[config.mk]
export PLATFORM = sky130hd
export DESIGN_NAME = square_seq_flat
export DESIGN_NICKNAME = d
export VERILOG_FILES = /design/src/rtl/square_seq_if.sv /design/src/rtl/square_seq.sv /design/src/flat_wrapper.sv
export SDC_FILE = /design/constraint.sdc
export NUM_CORES = 1
export LEC_CHECK = 0
export CORE_ASPECT_RATIO = 1.1
export CORE_UTILIZATION = 45
export DETAILED_ROUTE_END_ITERATION = 10
export HOLD_SLACK_MARGIN = 0.15
export PLACE_DENSITY = 0.7
export RECOVER_POWER = 50
export SYNTH_ARGS = -nofsm -noshare
export SYNTH_HDL_FRONTEND = slang
export SYNTH_SLANG_ARGS = --single-unit
[constraint.sdc]
create_clock -name clk -period 3.5 [get_ports clk]
set_clock_uncertainty 0.1 [all_clocks]
set_input_delay 0.7 -clock clk [delete_from_list [all_inputs] [get_ports clk]]
set_output_delay 0.7 -clock clk [all_outputs]
set_load 0.1 [all_outputs]
[src/rtl/square_seq_if.sv]
// Request/response bundle for the sequential squarer: operand and start strobe in,
// full-width square and one-cycle finish pulse out.
interface square_seq_if #(
    parameter int BIT_WIDTH = 16
);
    logic                   start;
    logic [BIT_WIDTH-1:0]   x_in;
    logic [2*BIT_WIDTH-1:0] x_out;
    logic                   finish;

    modport master (
        output start,
        output x_in,
        input  x_out,
        input  finish
    );

    modport slave (
        input  start,
        input  x_in,
        output x_out,
        output finish
    );
endinterface

[src/rtl/square_seq.sv]
// Sequential shift-add squarer: one partial product per clock, fixed BIT_WIDTH-cycle latency.
// Define SQUARE_EARLY_EXIT_EN to stop as soon as the remaining multiplier bits are all zero.
module square_seq #(
    parameter int BIT_WIDTH = 16
) (
    input logic         clk,
    input logic         rst_n,
    square_seq_if.slave bus
);
    localparam int PW    = 2 * BIT_WIDTH;
    localparam int CNT_W = $clog2(BIT_WIDTH) + 1;
    localparam logic [CNT_W-1:0] LAST_CNT = CNT_W'(BIT_WIDTH - 1);

    typedef enum logic {IDLE, BUSY} state_t;

    state_t               state;
    state_t               state_nxt;
    logic [PW-1:0]        acc;
    logic [PW-1:0]        mcand;
    logic [BIT_WIDTH-1:0] mplier;
    logic [CNT_W-1:0]     cnt;
    logic [PW-1:0]        x_out_r;
    logic                 finish_r;

    logic                 accept;
    logic                 step;
    logic                 last_iter;
    logic [PW-1:0]        acc_sum;
    logic [BIT_WIDTH-1:0] mplier_shr;

    always_ff @(posedge clk) begin
        if (!rst_n) begin
            state <= IDLE;
        end else begin
            state <= state_nxt;
        end
    end

    always_comb begin
        state_nxt = state;
        case (state)
            IDLE: if (bus.start) state_nxt = BUSY;
            BUSY: if (last_iter) state_nxt = IDLE;
        endcase
    end

    // The adder never needs a carry-out: (2^W-1)^2 fits in 2W bits.
    always_comb begin
        accept     = 1'b0;
        step       = 1'b0;
        last_iter  = 1'b0;
        mplier_shr = mplier >> 1;
        acc_sum    = acc + (mplier[0] ? mcand : '0);
        case (state)
            IDLE: accept = bus.start;
            BUSY: begin
                step = 1'b1;
`ifdef SQUARE_EARLY_EXIT_EN
                last_iter = (cnt == LAST_CNT) || (mplier_shr == '0);
`else
                last_iter = (cnt == LAST_CNT);
`endif
            end
        endcase
    end

    always_ff @(posedge clk) begin
        if (!rst_n) begin
            acc      <= '0;
            mcand    <= '0;
            mplier   <= '0;
            cnt      <= '0;
            x_out_r  <= '0;
            finish_r <= 1'b0;
        end else begin
            finish_r <= 1'b0;
            if (accept) begin
                acc    <= '0;
                mcand  <= {{BIT_WIDTH{1'b0}}, bus.x_in};
                mplier <= bus.x_in;
                cnt    <= '0;
            end else if (step) begin
                acc    <= acc_sum;
                mcand  <= mcand << 1;
                mplier <= mplier_shr;
                cnt    <= cnt + 1'b1;
                if (last_iter) begin
                    x_out_r  <= acc_sum;
                    finish_r <= 1'b1;
                end
            end
        end
    end

    assign bus.x_out  = x_out_r;
    assign bus.finish = finish_r;
endmodule

[src/flat_wrapper.sv]
// flat-port wrapper written by rule: the top's interface ports become plain ports
module square_seq_flat 
#(
    parameter int BIT_WIDTH = 16
)
  (clk, rst_n, bus_start, bus_x_in, bus_x_out, bus_finish);
  square_seq_if #(.BIT_WIDTH(BIT_WIDTH)) bus_i ();
  input logic clk;
  input logic rst_n;
  input wire logic [$bits(bus_i.start)-1:0] bus_start;
  input wire logic [$bits(bus_i.x_in)-1:0] bus_x_in;
  output wire logic [$bits(bus_i.x_out)-1:0] bus_x_out;
  output wire logic [$bits(bus_i.finish)-1:0] bus_finish;
  assign bus_i.start = bus_start;
  assign bus_i.x_in = bus_x_in;
  assign bus_x_out = bus_i.x_out;
  assign bus_finish = bus_i.finish;
  square_seq #(.BIT_WIDTH(BIT_WIDTH)) u_core (.clk(clk), .rst_n(rst_n), .bus(bus_i));
endmodule
==> results of run 1 <==
==> logic make-up (layout without fill, tap and decap cells) <==
kind of cell,after synthesis,after routing,synth area share [%]
XOR/XNOR,30,30,4.30
AO/OA/AOI/OAI,202,202,20.4
flip-flops,119,119,39.0
buffers and inverters,63,121,3.87
multiplexers,68,68,11.2
adder cells (fa/ha/maj),34,34,7.09
AND/OR/NAND/NOR,176,176,14.2
==> area by class of cell <==
cell class / instances / area, µm² / share of cell area (%)
multi-input cells: 510 / 3520 / 49.0
flip-flops and latches: 119 / 2380 / 33.2
clock buffers: 21 / 440 / 6.13
repair buffers: 70 / 434 / 6.04
well taps: 161 / 201 / 2.80
clock inverters: 10 / 130 / 1.81
inverters: 20 / 75.1 / 1.04
==> cell usage in the layout (no fill, tap or decap), drive strengths merged, types with 2 or more instances in the layout <==
cell and count:
xnor2 20, o21ai 63, nor2 57, nand2b 5
and3 7, nand4 9, ha 33, o22ai 5
inv 19, buf 16, nand3 14, a31oi 6
and4 2, clkinv 6, o211ai 2, a21o 13
nand2 37, o21bai 3, xor2 10, or4 3
dfxtp 119, clkbuf 57, nor3 2, clkdlybuf4s50 17
a21boi 4, nor2b 2, o311ai 3, a211oi 4
mux2i 67, o221ai 3, and2 32, o21a 6
a21oi 63, bufinv 3, a22o 19, clkinvlp 2
or3 3
==> per-stage QoR <==
stage | util (%) | power, W | hold WS [ns] | area (µm²)
floorplan | - | 0.00160 | 0.345 | 6110
finish | 54.4 | 0.00336 | 0.347 | 7180
CTS | 55.0 | 0.00339 | 0.355 | 7270
detailed placement | 50.7 | 0.00168 | 0.344 | 6700
global route | 54.4 | 0.00347 | 0.391 | 7180
global placement | 50.7 | 0.00167 | 0.339 | 6700
==> flip-flops by register name, indices dropped and copies added, names as in the netlist <==
signal and count:
u_core.acc 32, u_core.bus.x_out 32, u_core.mcand 32, u_core.mplier 16, u_core.cnt 5, u_core.bus.finish 1
u_core.state 1
==> report_power, final <==
| group | switching [W] | internal [W] | leakage [nW] |
|---|---|---|---|
| registers | 0.0000349 | 0.00139 | 0.967 |
| clock network | 0.000611 | 0.00111 | 0.276 |
| logic | 0.000128 | 0.0000896 | 1.72 |
| total | 0.000774 | 0.00259 | 2.97 |
==> worst max path at each step <==
stage / end / depth (start not counted) / slack, ns / startpoint
floorplan: u_core.bus.x_out[26] / 12 / 0.29 / u_core.mplier[0]
global placement: u_core.bus.x_out[26] / 11 / 0.20 / u_core.mplier[0]
detailed placement: u_core.acc[30] / 11 / 0.05 / u_core.mplier[0]
CTS: u_core.acc[30] / 11 / 0.02 / u_core.mplier[0]
global route: u_core.acc[30] / 12 / -0.04 / u_core.mplier[0]
finish: u_core.acc[30] / 12 / 0.15 / u_core.mplier[0]
==> worst max-delay path: cells and delay by family (launching register included) <==
kind            cells  cell delay (ns)
flops               1             0.36
simple gates        3             0.72
compound gates      7             1.45
fa+ha+maj           2             0.61
==> metal layers <==
layer | track usage [%] | routed length (µm) | up-vias
li1 | - | - | 2571
met1 | 29.0 | 6830 | 2422
met2 | 34.5 | 6840 | 132
met3 | 5.32 | 660 | 23
met4 | 9.21 | 268 | 0
met5 | 0 | 0 | -
==> repair_timing <==
action	4_1_cts	5_1_grt
setup endpoints to repair	0	10
buffers inserted	0	5
resized for setup	0	4
==> impl_metrics.ini, run 1 <==
[cells_and_area]
nets = 791
drive_above_1_share_pct = 7.47
fillers = 1208
instances_no_fill = 911
area_delta_synth_final_pct = 17.6
diodes = 0

[timing]
worst_pin_slew_ns = 1.76
finalSetupTns_ns = 0
max_slew_margin_pct = -17.6
setup_violations = 0
drv_slew = 34
hold_viol = 0
period_needed_ns = 3.35
fin_crit_sh_pct = 95.6
fin_ws_ns = 0.154
clock.fmax_mhz = 299

[clocking]
clock_path_buffers = 2
root_buffer = clkbuf_16
cts.hold.buffers_added = 0
cts_made_buffers = 17
cts_sinks = 119
cts_tree = yes
clk_pin_slew_worst_paths_ns = 0.06
clk_latency_ns = 0.43
htreeDepth = 4

[worst_setup_path]
crit_type = flop to flop
end_kind = flop
cp.arrival_ns = 3.56
worstSetupStartpointType = flop
r2r-start = u_core.mplier[0]
required_ns = 3.72
timing.rr.end = u_core.acc[30]
rrSetupSlack_ns = 0.15
crit_chain = and2_1 > ha_1 > fa_1 > a21o_1 > a221o_1 > nand4_1 > a211o_1 > a31oi_2 > a22oi_2 > o21ai_2 > or3_1 > o311ai_0
critPathMaxFanout = 12
r2r_cells = 12
critical-path-max-stage-delay_ns = 0.41
cp_slowest_cell = fa_1

[synth]
synth_edf_count = 0
syn-cell-area_um2 = 6110
synth.avg_cell_area_um2 = 8.83
yosysSeqAreaShare_pct = 39.0
synthFlopType = dfxtp_1
postSynth.asyncResetShare_pct = 0
syn_inst = 692
synthDistinctLibCells = 51
synthTopCellsByCount = 119 x dfxtp_1, 67 x mux2i_1, 63 x a21oi_1
synth_top_area_share_pct = 39.0
synth_seq_cells = 119
synth_area_leaders = dfxtp_1 39%, mux2i_1 11%, ha_1 6.8%
synth_most_common_cell = dfxtp_1
synth_nets = 745
yosys.area.top_type = dfxtp_1
yosys_warnings = 0

[global_route]
grt_overflow = 0
grtUsageTotal_pct = 22.1
grt_pass1_wl_um = 24400
grt_max_degree = 62
grt_pass1_vias = 4982
antenna_found_initial = 0

[die]
rows = 44
coreArea_um2 = 13200
pin_count = 52
die_h_um = 124
die_w_um = 113
start_util_pct = 46.2
die_area_um2 = 14000

[worst_hold_path]
holdPathEnd = u_core.bus.x_out[30]
hold_path.class = flop to flop
worstHoldStart = u_core.bus.x_out[30]
min_path_cells = 2

[place]
dp.cells = 875
port_buffers = 51
hpwl_um = 10300
gp_congestion = 0.899
dp_slack_ns = 0.0521

[run]
maxCapViolCount = 1

[outcome]
outcome = complete, but fails checks
violations = max-capacitance violations, max-slew violations

[route]
drt_first_pass_iters = 4
vias = 5148
initialDrtViolationCount = 296
routedWlPerCell_um = 16.0
finalWirelength_um = 14600
ant_nets = 0
drt-vias-per-instance = 5.65
drc = 0

[pwr]
peakVddDrop_mv = 0.262
p_per_area_nw_per_um2 = 468
leakage_nw = 2.97
(Power assumes the default switching activity.)
==> run 2, diff against run 1 <==
--- a/config.mk
+++ b/config.mk
@@ -8,6 +8,7 @@
 export CORE_ASPECT_RATIO = 1.1
 export CORE_UTILIZATION = 45
 export DETAILED_ROUTE_END_ITERATION = 10
+export GPL_TIMING_DRIVEN = 0
 export HOLD_SLACK_MARGIN = 0.15
 export PLACE_DENSITY = 0.7
 export RECOVER_POWER = 50
==> run 2 against run 1 <==
Against the previous run: the run now ends clean; die area unchanged; sequential share of layout area fell by 1.7 points; cell count increased by 3.2%; worst setup slack worse by 0.060 ns; largest cell class unchanged; routed wire length grew 6.5%; global-route usage is 1.1 points higher.
==> impl_metrics.ini, run 2 (synthesis results as in run 1) <==
[outcome]
outcome = finished, final reports clean

[timing]
finalSetupTns_ns = 0
clock.fmax_mhz = 294
rsz0062_at_grt = no
max_slew_margin_pct = 35.0
drv_slew = 0
fin_crit_sh_pct = 97.3
timing.hold.ws_ns = 0.352
setup_violations = 0
worst_pin_slew_ns = 0.972
period_needed_ns = 3.41
hold_viol = 0

[cells_and_area]
diodes = 0
final_util_pct = 57.3
drive_above_1_share_pct = 8.34
stdcell_area_um2 = 7580
area_delta_synth_final_pct = 24.0
nets = 819
layout_common_cells = 118 x dfxtp_1, 67 x mux2i_1, 62 x a21oi_1, 61 x o21ai_0, 57 x nor2_1
final_common_cell = dfxtp_1

[route]
initialDrtViolationCount = 286
drt-vias-per-instance = 5.66
finalWirelength_um = 15600
routedWlPerCell_um = 16.5
drt_first_pass_iters = 5
drc = 0
ant_nets = 0
vias = 5324

[pwr]
peakVddDrop_mv = 0.343
leakage_nw = 3.10
p_per_area_nw_per_um2 = 465

[global_route]
antenna_found_initial = 0
grt_pass1_vias = 5227
grt_pass1_wl_um = 25400
grt_max_degree = 17
grt_overflow = 0
grtUsageTotal_pct = 23.2

[die]
die_area_um2 = 14000
rows = 44
pin_count = 52
start_util_pct = 46.2
die_h_um = 124
coreArea_um2 = 13200
die_w_um = 113

[clocking]
root_buffer = clkbuf_16
cts_sinks = 119
clock_path_buffers = 2
clk_pin_slew_worst_paths_ns = 0.06
htreeDepth = 4
cts_made_buffers = 17
clk_latency_ns = 0.43
cts_tree = yes
cts.hold.buffers_added = 0

[worst_setup_path]
crit_type = flop to flop
required_ns = 3.72
end_kind = flop
critPathMaxFanout = 10
worstSetupStartpointType = flop
rrSetupSlack_ns = 0.09
cp.arrival_ns = 3.63

[place]
hpwl_um = 11600
port_buffers = 49
post_dp_cell_area_um2 = 6800
gp_congestion = 0.912

[worst_hold_path]
hold_path.class = flop to flop

[run]
maxCapViolCount = 0
-- run 2: cell count changes in the layout (fill, tap and decap cells not counted), sizes merged --
cell,delta
dlygate4sd3,+9
bufinv,+1
clkbuf,-2
buf,-2
clkdlybuf4s50,+22
inv,+1
-- run 2: layer usage --
metal  share of wire [%]  up-vias  GRT usage [%]  wire length, µm
met5                   0        -              0                0
met4                 3.3        0           11.8              506
met3                 4.8       34           4.54              745
met2                  47      157           37.1             7260
met1                  45     2499           29.5             7040
li1                    -     2634              -                -
-- run 2: per-stage QoR --
stage	power [W]	instances	setup slack [ns]
2_1_floorplan	0.00160	692	0.290
5_1_grt	0.00362	940	0.00540
3_5_place_dp	0.00169	902	-0.170
3_3_place_gp	0.00168	902	-0.145
6_report	0.00352	940	0.0939
4_1_cts	0.00354	939	0.0000679
-- run 2: what timing repair did --
action,4_1_cts,5_1_grt
pin swaps,7,9
setup endpoints to repair,10,17
buffers inserted,6,3
resized for setup,11,15
-- run 2: layout make-up --
class | instances | area (µm²)
Fill cell | 1184 | 5640
Multi-Input combinational cell | 510 | 3570
Sequential cell | 119 | 2380
Timing Repair Buffer | 58 | 558
Clock buffer | 20 | 457
Tap cell | 161 | 201
Clock inverter | 12 | 173
Buffer | 40 | 155
Inverter | 20 | 75.1
-- run 2: critical path, stage by stage (launching register included) --
cell	delay [ns]
dfxtp_2	0.35
clkbuf_4	0.17
and2_1	0.16
ha_2	0.18
fa_2	0.35
a21o_1	0.19
a221o_1	0.36
nand4_1	0.16
a211o_1	0.25
a31oi_4	0.13
o21ai_2	0.13
or3b_2	0.48
a32o_1	0.27
-- run 2: worst paths after layout --
path | start | to | cells past startpoint
worst max-delay path | u_core.mplier[0] | u_core.bus.x_out[26] | 12
worst min-delay path | u_core.bus.x_out[29] | u_core.bus.x_out[29] | 2
worst max register to register | u_core.mplier[0] | u_core.bus.x_out[26] | 12
worst min register to register | u_core.bus.x_out[29] | u_core.bus.x_out[29] | 2
-- run 2: report_power, final --
part           internal [W]  switching, W
clock network       0.00122      0.000636
registers           0.00139     0.0000262
logic             0.0000944      0.000146
total               0.00271      0.000809
